`src/rtl/gemm_pkg.sv`:
```
// Shared types and default widths for the GeMM result writer.
package gemm_pkg;

  localparam int DefDataWidth = 32;
  localparam int DefAddrWidth = 16;
  localparam int DefFifoDepth = 4;

  // Writer job phases; exported on the debug port so checkers can follow the FSM.
  typedef enum logic [1:0] {
    WriterIdle,
    WriterActive,
    WriterDrain,
    WriterFinish
  } writer_state_t;

endpackage

```
`src/rtl/result_fifo.sv`:
```
// Small synchronous FIFO holding result words between the datapath and the
// memory write port. Pointers carry one extra MSB so full and empty can be
// told apart when the index bits match.
//
// push is accepted when not full, or when full and a pop happens in the same
// cycle (the slot being read is freed at the same edge it is rewritten).
// pop is ignored when empty.
module result_fifo #(
  parameter int Width = 32,
  parameter int Depth = 4
) (
  input  logic             clk,
  input  logic             rst,
  input  logic             push,
  input  logic [Width-1:0] push_data,
  input  logic             pop,
  output logic [Width-1:0] pop_data,
  output logic             full,
  output logic             empty
);

  localparam int PtrW = $clog2(Depth);
  localparam logic [PtrW:0] PtrOne = 1;

  logic [PtrW:0]    wr_ptr;
  logic [PtrW:0]    rd_ptr;
  logic [Width-1:0] storage [Depth];
  logic             do_push;
  logic             do_pop;

  assign empty    = (wr_ptr == rd_ptr);
  assign full     = (wr_ptr[PtrW] != rd_ptr[PtrW]) &&
                    (wr_ptr[PtrW-1:0] == rd_ptr[PtrW-1:0]);
  assign do_pop   = pop && !empty;
  assign do_push  = push && (!full || do_pop);
  assign pop_data = storage[rd_ptr[PtrW-1:0]];

  // Pointer update; reset empties the FIFO.
  always_ff @(posedge clk) begin
    if (rst) begin
      wr_ptr <= '0;
      rd_ptr <= '0;
    end else begin
      if (do_push) wr_ptr <= wr_ptr + PtrOne;
      if (do_pop)  rd_ptr <= rd_ptr + PtrOne;
    end
  end

  // Storage write; contents need no reset since empty gates every read.
  always_ff @(posedge clk) begin
    if (do_push) storage[wr_ptr[PtrW-1:0]] <= push_data;
  end

endmodule

```
`src/rtl/gemm_result_writer.sv`:
```
// Downstream stage of the GeMM controller: buffers result words in a small
// FIFO and writes them row-major to the C matrix in output SRAM.
//
// Write port handshake: mem_valid_o is high whenever the FIFO holds a word;
// a transfer happens on any cycle with mem_valid_o and mem_ready_i both high.
// While stalled, mem_addr_o and mem_wdata_o stay stable and mem_valid_o is
// never withdrawn (only reset can drop it). There is no backpressure toward
// the controller; a word arriving to a full FIFO is dropped and flagged.
module gemm_result_writer
  import gemm_pkg::*;
#(
  parameter int DataWidth = DefDataWidth,
  parameter int AddrWidth = DefAddrWidth,
  parameter int FifoDepth = DefFifoDepth
) (
  input  logic                 clk_i,
  input  logic                 rst_i,
  input  logic                 start_i,
  input  logic [AddrWidth-1:0] base_addr_i,
  input  logic [AddrWidth-1:0] ldc_i,
  input  logic [AddrWidth-1:0] M_size_i,
  input  logic [AddrWidth-1:0] N_size_i,
  input  logic                 result_valid_i,
  input  logic [DataWidth-1:0] result_data_i,
  input  logic                 ctrl_done_i,
  output logic                 mem_valid_o,
  input  logic                 mem_ready_i,
  output logic [AddrWidth-1:0] mem_addr_o,
  output logic [DataWidth-1:0] mem_wdata_o,
  output logic                 busy_o,
  output logic                 done_o,
  output logic                 overflow_o,
  output logic                 mismatch_o,
  output writer_state_t        dbg_state_o,
  output logic [AddrWidth-1:0] dbg_row_o,
  output logic [AddrWidth-1:0] dbg_col_o
);

  localparam int WcWidth = 2 * AddrWidth;
  localparam logic [AddrWidth-1:0] AddrOne = 1;
  localparam logic [WcWidth-1:0]   WcOne   = 1;

  writer_state_t state;

  // Latched job configuration.
  logic [AddrWidth-1:0] ldc_q;
  logic [AddrWidth-1:0] m_size_q;
  logic [AddrWidth-1:0] n_size_q;

  // Address generation and write accounting.
  logic [AddrWidth-1:0] row_base;
  logic [AddrWidth-1:0] n_idx;
  logic [AddrWidth-1:0] m_idx;
  logic [WcWidth-1:0]   write_count;
  logic [WcWidth-1:0]   expected_total;
  logic                 n_last;

  // FIFO interface.
  logic                 fifo_push;
  logic                 fifo_full;
  logic                 fifo_empty;
  logic [DataWidth-1:0] fifo_head;
  logic                 xfer;

  // Results are captured only while a job is active, including the cycle
  // that carries ctrl_done_i.
  assign fifo_push = (state == WriterActive) && result_valid_i;
  assign xfer      = mem_valid_o && mem_ready_i;

  result_fifo #(
    .Width(DataWidth),
    .Depth(FifoDepth)
  ) u_fifo (
    .clk      (clk_i),
    .rst      (rst_i),
    .push     (fifo_push),
    .push_data(result_data_i),
    .pop      (xfer),
    .pop_data (fifo_head),
    .full     (fifo_full),
    .empty    (fifo_empty)
  );

  assign mem_valid_o = !fifo_empty;
  assign mem_wdata_o = fifo_empty ? '0 : fifo_head;
  assign mem_addr_o  = row_base + n_idx;
  assign busy_o      = (state != WriterIdle);
  assign dbg_state_o = state;
  assign dbg_row_o   = m_idx;
  assign dbg_col_o   = n_idx;

  // Product widened to twice the address width so large jobs cannot wrap.
  assign expected_total = {{AddrWidth{1'b0}}, m_size_q} * {{AddrWidth{1'b0}}, n_size_q};

  // A zero column count never completes a row.
  assign n_last = (n_size_q != '0) && (n_idx == (n_size_q - AddrOne));

  // Config latch, row-major address walk and saturating write counter.
  always_ff @(posedge clk_i) begin
    if (rst_i) begin
      ldc_q       <= '0;
      m_size_q    <= '0;
      n_size_q    <= '0;
      row_base    <= '0;
      n_idx       <= '0;
      m_idx       <= '0;
      write_count <= '0;
    end else if ((state == WriterIdle) && start_i) begin
      ldc_q       <= ldc_i;
      m_size_q    <= M_size_i;
      n_size_q    <= N_size_i;
      row_base    <= base_addr_i;
      n_idx       <= '0;
      m_idx       <= '0;
      write_count <= '0;
    end else if (xfer) begin
      if (n_last) begin
        n_idx    <= '0;
        m_idx    <= m_idx + AddrOne;
        row_base <= row_base + ldc_q;
      end else begin
        n_idx <= n_idx + AddrOne;
      end
      if (write_count != '1) write_count <= write_count + WcOne;
    end
  end

  // Job FSM with registered done pulse and sticky error flags.
  always_ff @(posedge clk_i) begin
    if (rst_i) begin
      state      <= WriterIdle;
      done_o     <= 1'b0;
      overflow_o <= 1'b0;
      mismatch_o <= 1'b0;
    end else begin
      done_o <= 1'b0;
      case (state)
        WriterIdle: begin
          if (start_i) begin
            overflow_o <= 1'b0;
            mismatch_o <= 1'b0;
            state      <= WriterActive;
          end
        end
        WriterActive: begin
          if (result_valid_i && fifo_full && !xfer) overflow_o <= 1'b1;
          if (ctrl_done_i) state <= WriterDrain;
        end
        WriterDrain: begin
          if (result_valid_i) overflow_o <= 1'b1;
          // An empty FIFO also means no write is outstanding on the port.
          if (fifo_empty) begin
            state      <= WriterFinish;
            done_o     <= 1'b1;
            mismatch_o <= (write_count != expected_total);
          end
        end
        WriterFinish: begin
          state <= WriterIdle;
        end
        default: begin
          state <= WriterIdle;
        end
      endcase
    end
  end

endmodule
```
`config.mk`:
```
export PLATFORM = sky130hd
export DESIGN_NAME = gemm_result_writer
export DESIGN_NICKNAME = d
export VERILOG_FILES = /design/src/rtl/gemm_pkg.sv /design/src/rtl/result_fifo.sv /design/src/rtl/gemm_result_writer.sv
export SDC_FILE = /design/constraint.sdc
export NUM_CORES = 1
export LEC_CHECK = 0
export ABC_CLOCK_PERIOD_IN_PS = 12500
export BUFFER_PORTS_ARGS = -buffer_cell sky130_fd_sc_hd__buf_2
export CORE_MARGIN = 5
export CORE_UTILIZATION = 25
export DETAILED_ROUTE_END_ITERATION = 7
export GPL_TIMING_DRIVEN = 1
export HOLD_SLACK_MARGIN = 0.03
export PLACE_DENSITY = 0.44
export SYNTH_ARGS = -nofsm -noshare
export SYNTH_HDL_FRONTEND = slang
export SYNTH_SLANG_ARGS = --single-unit
```
`constraint.sdc`:
```
create_clock -name clk_i -period 12.5 [get_ports clk_i]
set_clock_uncertainty 0.1 [all_clocks]
set_input_delay 1.875 -clock clk_i [delete_from_list [all_inputs] [get_ports clk_i]]
set_output_delay 1.875 -clock clk_i [all_outputs]
set_load 0.03 [all_outputs]
```
==> flow_metrics.env <==
export IMPL_outcome="complete, no violations"
export IMPL_grt_use_met3=0.02443
export IMPL_grt_use_met2=0.2330
export IMPL_post_cts_buffers=0
export IMPL_grt_pass1_wl_um=102900
export IMPL_clock_latency_ns=0.55
export IMPL_synth_distinct_cells=78
export IMPL_hold_violations=0
export IMPL_detail_route_iter0_violations=828
export IMPL_num_vias=16570
export IMPL_grt_setup_unrepaired="false"
export IMPL_slew_viol_final=0
export IMPL_path_clk_slew_ns=0.06
export IMPL_nNetsFinal=2818
export IMPL_grt_max_degree=77
export IMPL_synth_top_family_by_area="adder cells"
export IMPL_rows=108
export IMPL_hold_buffers=0
export IMPL_io_buffers=188
export IMPL_synth_cell_area_mm2=0.02167
export IMPL_numCtsBuffers=35
export IMPL_core_area_mm2=0.08635
export IMPL_synth_compound_area_share=0.08868
export IMPL_fin_crit_sh=0.5854
export IMPL_synthTopCellsByArea="fa_1, edfxtp_1, dfxtp_1"
export IMPL_synth_seq_cells=269
export IMPL_dr_pass1_iters=4
export IMPL_yosys_mux_area_fraction=0.04348
export IMPL_layout_commonest_cell="nand2_1"
export IMPL_drcViolationCount=0
export IMPL_synthXorXnorAreaFrac=0.05537
export IMPL_globalplace_congestion=0.8750
export IMPL_synth_top_area_frac=0.1811
export IMPL_grt_overflow=0
export IMPL_pin_count=189
export IMPL_cts_htree_levels=2
export IMPL_min_period_ns=7.317
export IMPL_end_kind="flop"
export IMPL_area_growth_syn_to_layout_pct=15.25
export IMPL_place_hpwl_um=49340
export IMPL_peakVddDrop_mv=0.1302
export IMPL_final_setup_tns_ns=0
export IMPL_cts_buffer_depth=3
export IMPL_top_usage_layer="met2"
export IMPL_tightest_slew_ns=1.110
export IMPL_power_density_mw_per_mm2=147.4
export IMPL_yosysSeqAreaShare=0.3076
export IMPL_grt_pass1_vias=17520
export IMPL_track_usage=0.1388
export IMPL_critPathLaunchType="flop"
export IMPL_yosys_area_top_type="fa_1"
export IMPL_synth_avg_cell_area_um2=9.709
export IMPL_grt_util_met1=0.1889
export IMPL_layout_common_cells="nand2_1, inv_1, fa_1"
export IMPL_vias_per_cell=4.663
export IMPL_drive_above_1_share=0.1348
export IMPL_yosys_warnings=0
export IMPL_cp_required_ns=12.82
export IMPL_cts_sinks=269
export IMPL_async_flop_share=0
export IMPL_p_total_mw=3.683
export IMPL_wirelength_um=65480
export IMPL_syn_nets=2678
export IMPL_synthSimpleGateAreaFrac=0.1833
export IMPL_synth_ff_type="dfxtp_1"
export IMPL_leakage_nw=9.860
export IMPL_cts_resized=0
export IMPL_fp_dieW_um=304.4
export IMPL_final_antenna_net_count=0
export IMPL_critPathArrivalTime_ns=7.63
export IMPL_cts_tree="done"
export IMPL_hp_class="flop to flop"
export IMPL_fp_dieArea_mm2=0.09267
export IMPL_drv_cap=0
export IMPL_wl_per_cell_um=18.42
export IMPL_crit_fanout=24
export IMPL_synth_adder_area_share=0.2665
export IMPL_initial_core_util=0.2510
export IMPL_syn_instance_count=2232
export IMPL_synth_edf_count=128
export IMPL_slew_headroom=0.2499
export IMPL_setup_viol=0
export IMPL_cts_root_buf="clkbuf_16"
export IMPL_path_class="flop to flop"
export IMPL_die_h_um=304.4
export IMPL_fmax_mhz=136.7
export IMPL_grt_antenna_before_repair=5
==> power breakdown <==
| group | leakage, nW | total, mW | internal, mW | switching (mW) |
|---|---|---|---|---|
| Sequential | 2.30 | 1.12 | 1.01 | 0.110 |
| Combinational | 7.00 | 1.57 | 0.558 | 1.01 |
| Clock | 0.554 | 0.997 | 0.583 | 0.414 |
==> layer usage <==
metal	vias up	routed length, um
li1	7859	-
met1	8296	29810
met2	330	31280
met3	80	3101
met4	6	1251
met5	-	37
==> Yosys cell counts, drive strengths merged, types with 3 or more instances <==
cell type and instances:
a2111oi 6, a211o 4, a211oi 22, a21o 18, a21oi 119, a221oi 5
a22o 4, a311oi 5, a31o 3, a31oi 13, and2 138, and3 22
and4 7, buf 18, clkbuf 96, dfxtp 141, edfxtp 128, fa 196
ha 148, inv 197, mux2i 21, mux4 32, nand2 341, nand2b 9
nand3 45, nand4 31, nor2 117, nor2b 7, nor3 34, nor4 17
o2111ai 3, o211ai 6, o21a 11, o21ai 40, o21bai 5, o31ai 12
or2 7, or3 22, or4 12, xnor2 78, xor2 59
==> cell type report <==
cell class                 count  area (um^2)
clock inverter                14        145.1
inverter                     197        739.5
fill                        9123        61370
timing repair buffer         217         1159
tap                         1155         1445
multi-input combinational   1652        13820
clock buffer                  47        991.0
sequential                   269         6668
antenna                        3        7.507
==> state kept, by name, summed over array words and instances, names as in the netlist, named ones only <==
| signal | flops |
|---|---|
| done_o | 1 |
| u_fifo.rd_ptr | 3 |
| ldc_q | 16 |
| u_fifo.wr_ptr | 3 |
| row_base | 16 |
| write_count | 32 |
| overflow_o | 1 |
| m_size_q | 16 |
| n_size_q | 16 |
| dbg_row_o | 16 |
| u_fifo.storage | 128 |
| dbg_state_o | 2 |
| dbg_col_o | 16 |
| mismatch_o | 1 |
==> worst max-delay path: stages (launching register included) <==
cell and delay [ns]:
dfxtp_1 1.03, nand2_1 0.20, fa_1 0.55, fa_1 0.55, inv_1 0.06, fa_1 0.51
inv_1 0.06, fa_1 0.47, fa_1 0.43, fa_1 0.51, inv_1 0.04, ha_1 0.36
a21oi_1 0.39, o21ai_0 0.32, a32o_1 0.33, a311oi_1 0.48, nand4_1 0.18, nor4_1 0.28
and4_1 0.24, a31oi_1 0.09
==> path summary, 6_finish.rpt <==
| path | from | end | slack [ns] | cells after the start |
|---|---|---|---|---|
| min | ldc_q[13] | ldc_q[13] | 0.36 | 2 |
| max reg2reg | n_size_q[2] | mismatch_o | 5.18 | 19 |
| max | n_size_q[2] | mismatch_o | 5.18 | 19 |
| min reg2reg | ldc_q[13] | ldc_q[13] | 0.36 | 2 |
==> per-stage QoR <==
step / hold WS, ns / worst slack (ns) / cell area [um^2] / utilization / instances
global route: 0.3738 / 4.705 / 24970 / 0.2892 / 3552
finish: 0.3617 / 5.183 / 24980 / 0.2892 / 3554
detailed placement: 0.3535 / 5.252 / 23830 / 0.2760 / 3490
CTS: 0.3634 / 5.238 / 24970 / 0.2892 / 3551
global placement: 0.3522 / 5.327 / 23830 / 0.2760 / 3490
floorplan: 0.3406 / 6.376 / 21670 / - / 2232
==> cells by family (layout without fill, tap and decap cells) <==
group                    after synthesis  count (layout)
adder cells (fa/ha/maj)              344             344
XOR/XNOR                             137             137
other                                  0               3
flip-flops                           269             269
AO/OA/AOI/OAI                        301             301
multiplexers                          54              54
buffers and inverters                311             475
AND/OR/NAND/NOR                      816             816
(Power assumes the default switching activity.)
